$ cat src/rtl/sender_tx_serializer_if.sv
// sender_tx_serializer_if: the serializer's control, memory and serial signals in one bundle.
// The master modport belongs to the serializer. The slave modport belongs to the side
// that drives Start/WordCount/RxReady/MemData and observes everything else.
interface sender_tx_serializer_if #(
    parameter int DATA_W = 16,
    parameter int ADDR_W = 4
);
    logic              Start;
    logic [ADDR_W:0]   WordCount;
    logic              RxReady;
    logic [DATA_W-1:0] MemData;
    logic              ReadEnable;
    logic              WriteEnable;
    logic [ADDR_W-1:0] Address;
    logic              TxData;
    logic              TxValid;
    logic              Busy;
    logic              Done;

    modport master (
        input  Start, WordCount, RxReady, MemData,
        output ReadEnable, WriteEnable, Address, TxData, TxValid, Busy, Done
    );

    modport slave (
        output Start, WordCount, RxReady, MemData,
        input  ReadEnable, WriteEnable, Address, TxData, TxValid, Busy, Done
    );
endinterface

$ cat src/rtl/sender_tx_serializer.sv
// sender_tx_serializer: reads WordCount words from the sender memory, starting at address 0.
// Each word is shifted out MSB-first on TxData. Each bit is held BIT_DIV clocks.
// A word only starts once RxReady is seen high.
// Optional feature macro SENDER_TX_PARITY_EN: when defined, an even-parity bit follows
// each word's data bits.
module sender_tx_serializer #(
    parameter int DATA_W  = 16,
    parameter int ADDR_W  = 4,
    parameter int MEM_LAT = 2,
    parameter int BIT_DIV = 4
) (
    input  logic clk,
    input  logic rst_n,
    sender_tx_serializer_if.master bus
);

`ifdef SENDER_TX_PARITY_EN
    localparam int NBITS = DATA_W + 1;
`else
    localparam int NBITS = DATA_W;
`endif
    localparam int LAT_W = (MEM_LAT > 1) ? $clog2(MEM_LAT) : 1;
    localparam int DIV_W = (BIT_DIV > 1) ? $clog2(BIT_DIV) : 1;
    localparam int BIT_W = $clog2(NBITS);
    localparam int CNT_W = ADDR_W + 1;

    localparam logic [LAT_W-1:0] LAT_LAST  = LAT_W'(MEM_LAT - 1);
    localparam logic [DIV_W-1:0] DIV_LAST  = DIV_W'(BIT_DIV - 1);
    localparam logic [BIT_W-1:0] BIT_LAST  = BIT_W'(NBITS - 1);
    localparam logic [CNT_W-1:0] MAX_WORDS = CNT_W'(1 << ADDR_W);

    typedef enum logic [2:0] {
        IDLE,
        FETCH,
        WAIT_RDY,
        SHIFT,
        NEXT,
        DONE
    } state_t;

    state_t            r_state;
    logic              r_readEnable;
    logic [ADDR_W-1:0] r_address;
    logic              r_txData;
    logic              r_txValid;
    logic              r_busy;
    logic              r_done;
    logic [DATA_W-1:0] r_shreg;
    logic [CNT_W-1:0]  r_count;
    logic [CNT_W-1:0]  r_sent;
    logic [LAT_W-1:0]  r_latCnt;
    logic [DIV_W-1:0]  r_divCnt;
    logic [BIT_W-1:0]  r_bitCnt;
`ifdef SENDER_TX_PARITY_EN
    logic              r_parity;
`endif

    logic [CNT_W-1:0]  w_countSat;
    logic [CNT_W-1:0]  w_sentNext;
    logic              w_nextBit;

    // A request for more words than the memory holds is clamped to one full pass.
    assign w_countSat = (bus.WordCount > MAX_WORDS) ? MAX_WORDS : bus.WordCount;
    assign w_sentNext = r_sent + CNT_W'(1);

    // The register already holds the bit that goes out next.
    // With parity enabled, the parity bit replaces the data bit after the last data bit.
`ifdef SENDER_TX_PARITY_EN
    assign w_nextBit = (r_bitCnt == BIT_W'(DATA_W - 1)) ? r_parity : r_shreg[DATA_W-2];
`else
    assign w_nextBit = r_shreg[DATA_W-2];
`endif

    assign bus.ReadEnable  = r_readEnable;
    assign bus.WriteEnable = 1'b0;
    assign bus.Address     = r_address;
    assign bus.TxData      = r_txData;
    assign bus.TxValid     = r_txValid;
    assign bus.Busy        = r_busy;
    assign bus.Done        = r_done;

    // Transfer sequencer: fetch a word, wait for the receiver, shift the bits, advance.
    // Every output is a register, and it is set when the state it belongs to is entered.
    always_ff @(posedge clk or negedge rst_n) begin
        if (!rst_n) begin
            r_state      <= IDLE;
            r_readEnable <= 1'b0;
            r_address    <= '0;
            r_txData     <= 1'b0;
            r_txValid    <= 1'b0;
            r_busy       <= 1'b0;
            r_done       <= 1'b0;
            r_shreg      <= '0;
            r_count      <= '0;
            r_sent       <= '0;
            r_latCnt     <= '0;
            r_divCnt     <= '0;
            r_bitCnt     <= '0;
`ifdef SENDER_TX_PARITY_EN
            r_parity     <= 1'b0;
`endif
        end else begin
            r_done <= 1'b0;
            case (r_state)
                IDLE: begin
                    if (bus.Start) begin
                        r_address <= '0;
                        if (bus.WordCount == '0) begin
                            r_done  <= 1'b1;
                            r_state <= DONE;
                        end else begin
                            r_count      <= w_countSat;
                            r_sent       <= '0;
                            r_busy       <= 1'b1;
                            r_readEnable <= 1'b1;
                            r_latCnt     <= '0;
                            r_state      <= FETCH;
                        end
                    end
                end
                FETCH: begin
                    if (r_latCnt == LAT_LAST) begin
                        r_shreg      <= bus.MemData;
`ifdef SENDER_TX_PARITY_EN
                        r_parity     <= ^bus.MemData;
`endif
                        r_readEnable <= 1'b0;
                        r_state      <= WAIT_RDY;
                    end else begin
                        r_latCnt <= r_latCnt + LAT_W'(1);
                    end
                end
                WAIT_RDY: begin
                    if (bus.RxReady) begin
                        r_txValid <= 1'b1;
                        r_txData  <= r_shreg[DATA_W-1];
                        r_divCnt  <= '0;
                        r_bitCnt  <= '0;
                        r_state   <= SHIFT;
                    end
                end
                SHIFT: begin
                    if (r_divCnt == DIV_LAST) begin
                        r_divCnt <= '0;
                        r_shreg  <= r_shreg << 1;
                        if (r_bitCnt == BIT_LAST) begin
                            r_txValid <= 1'b0;
                            r_txData  <= 1'b0;
                            r_state   <= NEXT;
                        end else begin
                            r_bitCnt <= r_bitCnt + BIT_W'(1);
                            r_txData <= w_nextBit;
                        end
                    end else begin
                        r_divCnt <= r_divCnt + DIV_W'(1);
                    end
                end
                NEXT: begin
                    r_sent    <= w_sentNext;
                    r_address <= r_address + ADDR_W'(1);
                    if (w_sentNext == r_count) begin
                        r_busy  <= 1'b0;
                        r_done  <= 1'b1;
                        r_state <= DONE;
                    end else begin
                        r_readEnable <= 1'b1;
                        r_latCnt     <= '0;
                        r_state      <= FETCH;
                    end
                end
                DONE: begin
                    r_address <= '0;
                    r_state   <= IDLE;
                end
                default: begin
                    r_state <= IDLE;
                end
            endcase
        end
    end

endmodule

$ cat src/flat_wrapper.sv
// flat-port wrapper written by rule: the top's interface ports become plain ports
module sender_tx_serializer_flat 
#(
    parameter int DATA_W  = 16,
    parameter int ADDR_W  = 4,
    parameter int MEM_LAT = 2,
    parameter int BIT_DIV = 4
)
  (clk, rst_n, bus_Start, bus_WordCount, bus_RxReady, bus_MemData, bus_ReadEnable, bus_WriteEnable, bus_Address, bus_TxData, bus_TxValid, bus_Busy, bus_Done);
  sender_tx_serializer_if #(.DATA_W(DATA_W), .ADDR_W(ADDR_W)) bus_i ();
  input  logic clk;
  input  logic rst_n;
  input wire logic [$bits(bus_i.Start)-1:0] bus_Start;
  input wire logic [$bits(bus_i.WordCount)-1:0] bus_WordCount;
  input wire logic [$bits(bus_i.RxReady)-1:0] bus_RxReady;
  input wire logic [$bits(bus_i.MemData)-1:0] bus_MemData;
  output wire logic [$bits(bus_i.ReadEnable)-1:0] bus_ReadEnable;
  output wire logic [$bits(bus_i.WriteEnable)-1:0] bus_WriteEnable;
  output wire logic [$bits(bus_i.Address)-1:0] bus_Address;
  output wire logic [$bits(bus_i.TxData)-1:0] bus_TxData;
  output wire logic [$bits(bus_i.TxValid)-1:0] bus_TxValid;
  output wire logic [$bits(bus_i.Busy)-1:0] bus_Busy;
  output wire logic [$bits(bus_i.Done)-1:0] bus_Done;
  assign bus_i.Start = bus_Start;
  assign bus_i.WordCount = bus_WordCount;
  assign bus_i.RxReady = bus_RxReady;
  assign bus_i.MemData = bus_MemData;
  assign bus_ReadEnable = bus_i.ReadEnable;
  assign bus_WriteEnable = bus_i.WriteEnable;
  assign bus_Address = bus_i.Address;
  assign bus_TxData = bus_i.TxData;
  assign bus_TxValid = bus_i.TxValid;
  assign bus_Busy = bus_i.Busy;
  assign bus_Done = bus_i.Done;
  sender_tx_serializer #(.DATA_W(DATA_W), .ADDR_W(ADDR_W), .MEM_LAT(MEM_LAT), .BIT_DIV(BIT_DIV)) u_core (.clk(clk), .rst_n(rst_n), .bus(bus_i));
endmodule
$ cat config.mk
export PLATFORM = sky130hd
export DESIGN_NAME = sender_tx_serializer_flat
export DESIGN_NICKNAME = d
export VERILOG_FILES = /design/src/rtl/sender_tx_serializer_if.sv /design/src/rtl/sender_tx_serializer.sv /design/src/flat_wrapper.sv
export SDC_FILE = /design/constraint.sdc
export NUM_CORES = 1
export LEC_CHECK = 0
export BUFFER_PORTS_ARGS = -buffer_cell sky130_fd_sc_hd__buf_2
export CORE_MARGIN = 5
export CORE_UTILIZATION = 45
export CTS_CLUSTER_SIZE = 40
export DETAILED_ROUTE_END_ITERATION = 7
export PLACE_DENSITY_LB_ADDON = 0.1
export SLEW_MARGIN = 20
export SYNTH_ARGS = -nofsm -noshare
export SYNTH_HDL_FRONTEND = slang
export SYNTH_SLANG_ARGS = --single-unit
$ cat constraint.sdc
create_clock -name clk -period 1.5 [get_ports clk]
set_clock_uncertainty 0.1 [all_clocks]
set_input_delay 0.3 -clock clk [delete_from_list [all_inputs] [get_ports clk]]
set_output_delay 0.3 -clock clk [all_outputs]
set_load 0.005 [all_outputs]
* After elaboration in Yosys (flattened, before gate mapping)
Cells that the tools add are included.
Storage, ports and cells: latch bits 0, memory bits (read-only) 0, memories 0, output and inout port bits 10, bits in registers 45, input bits 25, memory bits (writable) 0
Operators by class: divide/modulo/power cells 0, reductions and logical operators 19, multipliers 0, equal/unequal tests 17, shift-type cells 0, multiplexer cells 48, magnitude comparators 1, bitwise operators 1, add/sub/neg operators 5
Operators by type and width (number):
- $mux 16 | 2
- $pmux 16 s2 | 1
- $mux 3 | 7
- $mux 1 | 18
- $mux 4 | 4
- $reduce_and 4->1 | 4
- $mux 5 | 3
- $pmux 3 s5 | 1
- $pmux 4 s3 | 1
- $reduce_and 3->1 | 4
- $ne 2x2->1 const B | 5
- $pmux 5 s2 | 1
- $reduce_and 5->1 | 2
- $add 4x1->4 const B | 2
- $ne 2x1->1 const B | 4
- $pmux 1 s2 | 4
- $pmux 4 s2 | 1
- $eq 3x2->1 const B | 2
- $eq 3x3->1 const B | 2
- $pmux 1 s3 | 2
- $reduce_bool 2->1 | 3
- $reduce_bool 3->1 | 2
- $add 5x1->5 const B | 1
- $eq 5x5->1 | 1
- 12 further kinds | 14

* Logic depth before layout (Yosys ltp)
depth in word-level cells 4, gate-level depth with buffers 7, depth with buffers taken out 6

* Worst setup path after synthesis
No wires, ideal clock.
kind reg2reg, start register u_core.r_state[0], end register u_core.r_readEnable, in the netlist u_core.bus.ReadEnable, setup time 0.074 ns, slack -0.128 ns, stages on the path, launching flop included 7, buffers on the path 1, arrival 1.455 ns, cell sequence dfrtp_1 -> buf_6 -> or3b_4 -> nor3_2 -> nand4_2 -> nor4bb_1 -> o21ai_2
Between the ends: cells in the longest elaborated chain, start to end 3
RTL lines:
- from (decl) | RTL line sender_tx_serializer.sv:41 | state_t r_state;
- from (signal assigned) | RTL line sender_tx_serializer.sv:86 | r_state <= IDLE;
- from (signal assigned) | RTL line sender_tx_serializer.sv:110 | r_state <= DONE;
- from (signal assigned) | RTL line sender_tx_serializer.sv:117 | r_state <= FETCH;
- $eq 3x1->1 (tied with other cells) | RTL line sender_tx_serializer.sv:104 | case (r_state)
- $ne 2x1->1 (no line) (tied with other cells)
- $reduce_and 5->1 (no line)
- to (signal assigned) | RTL line sender_tx_serializer.sv:87 | r_readEnable <= 1'b0;
- to (signal assigned) | RTL line sender_tx_serializer.sv:115 | r_readEnable <= 1'b1;
- to (signal assigned) | RTL line sender_tx_serializer.sv:127 | r_readEnable <= 1'b0;
- to (decl) | RTL line sender_tx_serializer.sv:42 | logic r_readEnable;
Several ways; a longest one is shown, not always the timed one. A chain may end at the register's enable or synchronous reset.

* Final worst setup path
start register u_core.r_sent[1], end register u_core.r_readEnable, in the netlist u_core.bus.ReadEnable
Between the ends: cells in the longest elaborated chain, start to end 4
RTL lines:
- from (decl) | RTL line sender_tx_serializer.sv:50 | logic [CNT_W-1:0] r_sent;
- from (signal assigned) | RTL line sender_tx_serializer.sv:159 | r_sent <= w_sentNext;
- $add 5x1->5 | RTL line sender_tx_serializer.sv:64 | assign w_sentNext = r_sent + CNT_W'(1);
- $eq 5x5->1 | RTL line sender_tx_serializer.sv:161 | if (w_sentNext == r_count) begin
- $ne 2x2->1 (no line)
- $reduce_and 5->1 (no line)
- to (signal assigned) | RTL line sender_tx_serializer.sv:87
- to (signal assigned) | RTL line sender_tx_serializer.sv:115
- to (signal assigned) | RTL line sender_tx_serializer.sv:166 | r_readEnable <= 1'b1;
No other way between the ends.

==> results.md <==
- DIE WIDTH: about 82 microns
- Die Y: 81.5 microns
- Final Hold Fails: 0
- Die footprint: 6650 sq um
- Max Cap Viol: 0
- EDFF count, synth: 0
- Commonest cells after routing, fill and taps aside: dfrtp_1, nand2_1, buf_2, buf_4, o21ai_0
- GPL Wtd Cong: about 0.75
- First-pass GRT wire length: around 8 mm
- # IOs: 35
- Layout Area Growth over Synthesis: 38.0%
- Required @ worst endpoint: around 1600 ps
- Avg Inst Size Synth: 9.56 sq um
- Worst hold path type: input port to flip-flop
- TritonCTS Buffers: 5
- Leading cell type in the layout, fill and taps excluded: dfrtp_1
- Buffers & Inverters on Critical Path: 0
- Placed cells: 365
- PwrDens: 1930 nW/um^2
- Overall power: 0.00615 W
- Post-synth top area share: 0.489
- Hold Crit Depth: 3
- Number of buffers added on ports: 33
- All-Layer GR Usage: 0.159
- Status: complete, but fails checks
- Asr flop ratio synth: 1.00
- R2R Path Start: u_core.r_sent[1]$_DFFE_PN0P_
- Synth cell types: 44
- Routed via count: 1,942
- Avg WL per Cell: roughly 13 microns
- Cell Chain, Critical Path: ha_4 -> xor2_1 -> nor3_2 -> nand4_2 -> nor4bb_4 -> o21ai_2
- Finished Core Util: 0.631
- Critical Path Sink Type: flip-flop
- 1st-iter DRT viols: 79
- Mapped cell area: 2300 sq um
- Vias in the first global route: 1,794
- CTS tree: done
- CP max FO: 5
- Via density: 5.04
- Grt ovf: 0
- Gate Count Post-Synth: 241
- Skew-Pair Late Insertion Delay: 300 ps
- Synth Net Count: 270
- Proportion of layout cells with a drive suffix above 1: 0.349
- CTS Sinks: 45
- Slowest CP cell: dfrtp_1
- Final nets: 343
- Core area: 5040 sq um
- Ranking of synthesized cells by area: dfrtp_1, o21ai_0, mux2i_1, nand2_1, xnor2_1
- # diodes: 0
- Antenna violations before repair: 0
- Pre-CTS WS: -137 ps
- Register area share after synthesis: 0.489
- Worst Reg-to-Reg Cells: 6
- Largest net degree at the start of global routing: 46
- Final wirelength: between 5 and 6 mm
- F_max: 625 MHz
- Slew Viols, Final: 0
- Synth Register Bits: 45
- Pre-Repair DR Iteration Count: 4
- Type of the worst setup path: flip-flop to flip-flop
- WP data arrival: 1730 ps
- Maximum vdd drop: roughly 0.00084 V
- Post-route setup slack: -100 ps
- Post-route DRC violation count: 0
- Synth area leader: dfrtp_1
- Clock transition at the registers of the reported paths: 80 ps
- Hold Path End: u_core.r_count[2]$_DFFE_PN0P_
- Antenna viol nets, final: 0
- Standard-cell rows: 26
- Failing checks: negative setup slack
- Final worst-path cycle share: 1.07
- CTS H-tree depth: 2
- Crit Reg-Reg Endpoint: u_core.bus.ReadEnable$_DFFE_PN0P_
- Synth Flop Type: dfrtp_1
- Setup violations, final: 6
- Hold Crit Start: bus_WordCount[2]
- Slowest cell delay on critical path: 410 ps
- DP Wirelength: 3.40 mm
- RSZ-0062 raised after global routing: yes
- LEAKAGE: between 1.5 and 2 nW
- Clock root buffer: clkbuf_8
- Min Tclk post-route: 1600 ps
- Yosys warns: 0
- Top delay family on crit path: simple AND/OR/NAND/NOR gates
- Flop-to-flop setup slack: -100 ps
- Non-filler cells, final: 385
- CP Launch Type: flip-flop
- Starting Density: 0.457
- CTS max path bufs: 2
## metrics by stage
| stage | area [sq um] | hold slack (ps) | TNS, ps |
|---|---|---|---|
| 6_report | 3180 | 162 | -310 |
| 5_1_grt | 3180 | 173 | -2280 |
| 4_1_cts | 2950 | 174 | -328 |
| 3_5_place_dp | 2800 | 200 | -962 |
| 3_3_place_gp | 2800 | 204 | -662 |
| 2_1_floorplan | 2350 | -95.6 | -117 |
## flip-flops by register name (all words and copies together) (netlist names)
signal,cells
u_core.bus.TxValid,1
u_core.r_divCnt,2
u_core.r_sent,5
u_core.bus.Address,4
u_core.bus.TxData,1
u_core.r_latCnt,1
u_core.bus.ReadEnable,1
u_core.r_state,3
u_core.r_bitCnt,4
u_core.r_count,5
u_core.bus.Busy,1
u_core.bus.Done,1
u_core.r_shreg,16
## tightest hold or removal path: stages
cell	delay [ps]
buf_2	110
nand2_1	60
o21ai_1	50
## repair_timing
item                       CTS  global route
resized for setup            8            30
hold buffers                 1             0
cloned                       0             4
hold endpoints to repair    45             0
pin swaps                    4            10
buffers inserted             2             5
setup endpoints to repair   11            32
## per-layer routing
| layer | wire length, microns | up-vias | track usage |
|---|---|---|---|
| met2 | 2400 | 43 | 0.251 |
| met1 | 2480 | 904 | 0.215 |
| li1 | - | 985 | - |
| met5 | 0 | - | 0 |
| met4 | 103 | 0 | 0.0557 |
| met3 | 207 | 10 | 0.0373 |
## layout make-up
class / instances / area (sq um)
clock buffer: 7 / 96.3
clock inverter: 1 / 5.00
fill: 437 / 1860
inverter: 4 / 15.0
multi-input combinational: 183 / 1290
sequential: 45 / 1130
tap: 70 / 87.6
timing repair buffer: 75 / 558
## cell usage after synthesis (2+ instances only)
| cell type | number |
|---|---|
| nand2b_1 | 6 |
| xor2_1 | 4 |
| nand3b_1 | 2 |
| dfrtp_1 | 45 |
| ha_1 | 4 |
| o22a_1 | 2 |
| o21bai_1 | 2 |
| o21ai_0 | 35 |
| inv_1 | 4 |
| o21ai_1 | 3 |
| mux2i_1 | 17 |
| buf_4 | 2 |
| clkbuf_1 | 7 |
| xnor2_1 | 7 |
| nor2b_1 | 4 |
| nor3_1 | 4 |
| nand2_1 | 44 |
| a21oi_1 | 5 |
| nor2_1 | 9 |
| nand3_1 | 9 |
| a22o_1 | 2 |
| o31ai_1 | 2 |
## report_power, final
part           leakage [nW]  total [W]  internal, W  switching, W
sequential            0.568    0.00206      0.00170      0.000366
clock                0.0542   0.000837     0.000417      0.000420
combinational         0.927    0.00325      0.00167       0.00158
## worst max path at each step
stage,depth (start not counted),end,slack [ps],start
final,6,u_core.bus.ReadEnable$_DFFE_PN0P_,-100,u_core.r_sent[1]$_DFFE_PN0P_
after global routing,6,u_core.bus.ReadEnable$_DFFE_PN0P_,-170,u_core.r_sent[1]$_DFFE_PN0P_
after CTS,6,u_core.bus.ReadEnable$_DFFE_PN0P_,-110,u_core.r_sent[1]$_DFFE_PN0P_
after detailed placement,6,u_core.r_count[2]$_DFFE_PN0P_,-140,u_core.r_state[1]$_DFFE_PN0P_
after global placement,6,u_core.r_count[2]$_DFFE_PN0P_,-90,u_core.r_state[1]$_DFFE_PN0P_
after floorplan,6,u_core.bus.ReadEnable$_DFFE_PN0P_,-80,u_core.r_state[1]$_DFFE_PN0P_
## logic make-up after synthesis
group                      Yosys count  synth area share
buffers and inverters               15            0.0315
AOI/OAI and AO/OA                   59             0.149
muxes                               17            0.0739
adders and majority gates            4            0.0217
xor gates and xnor gates            11            0.0418
other                                1           0.00163
and+or+nand+nor                     89             0.191
DFF                                 45             0.489
Note: power is estimated with default switching activity, not from simulation.
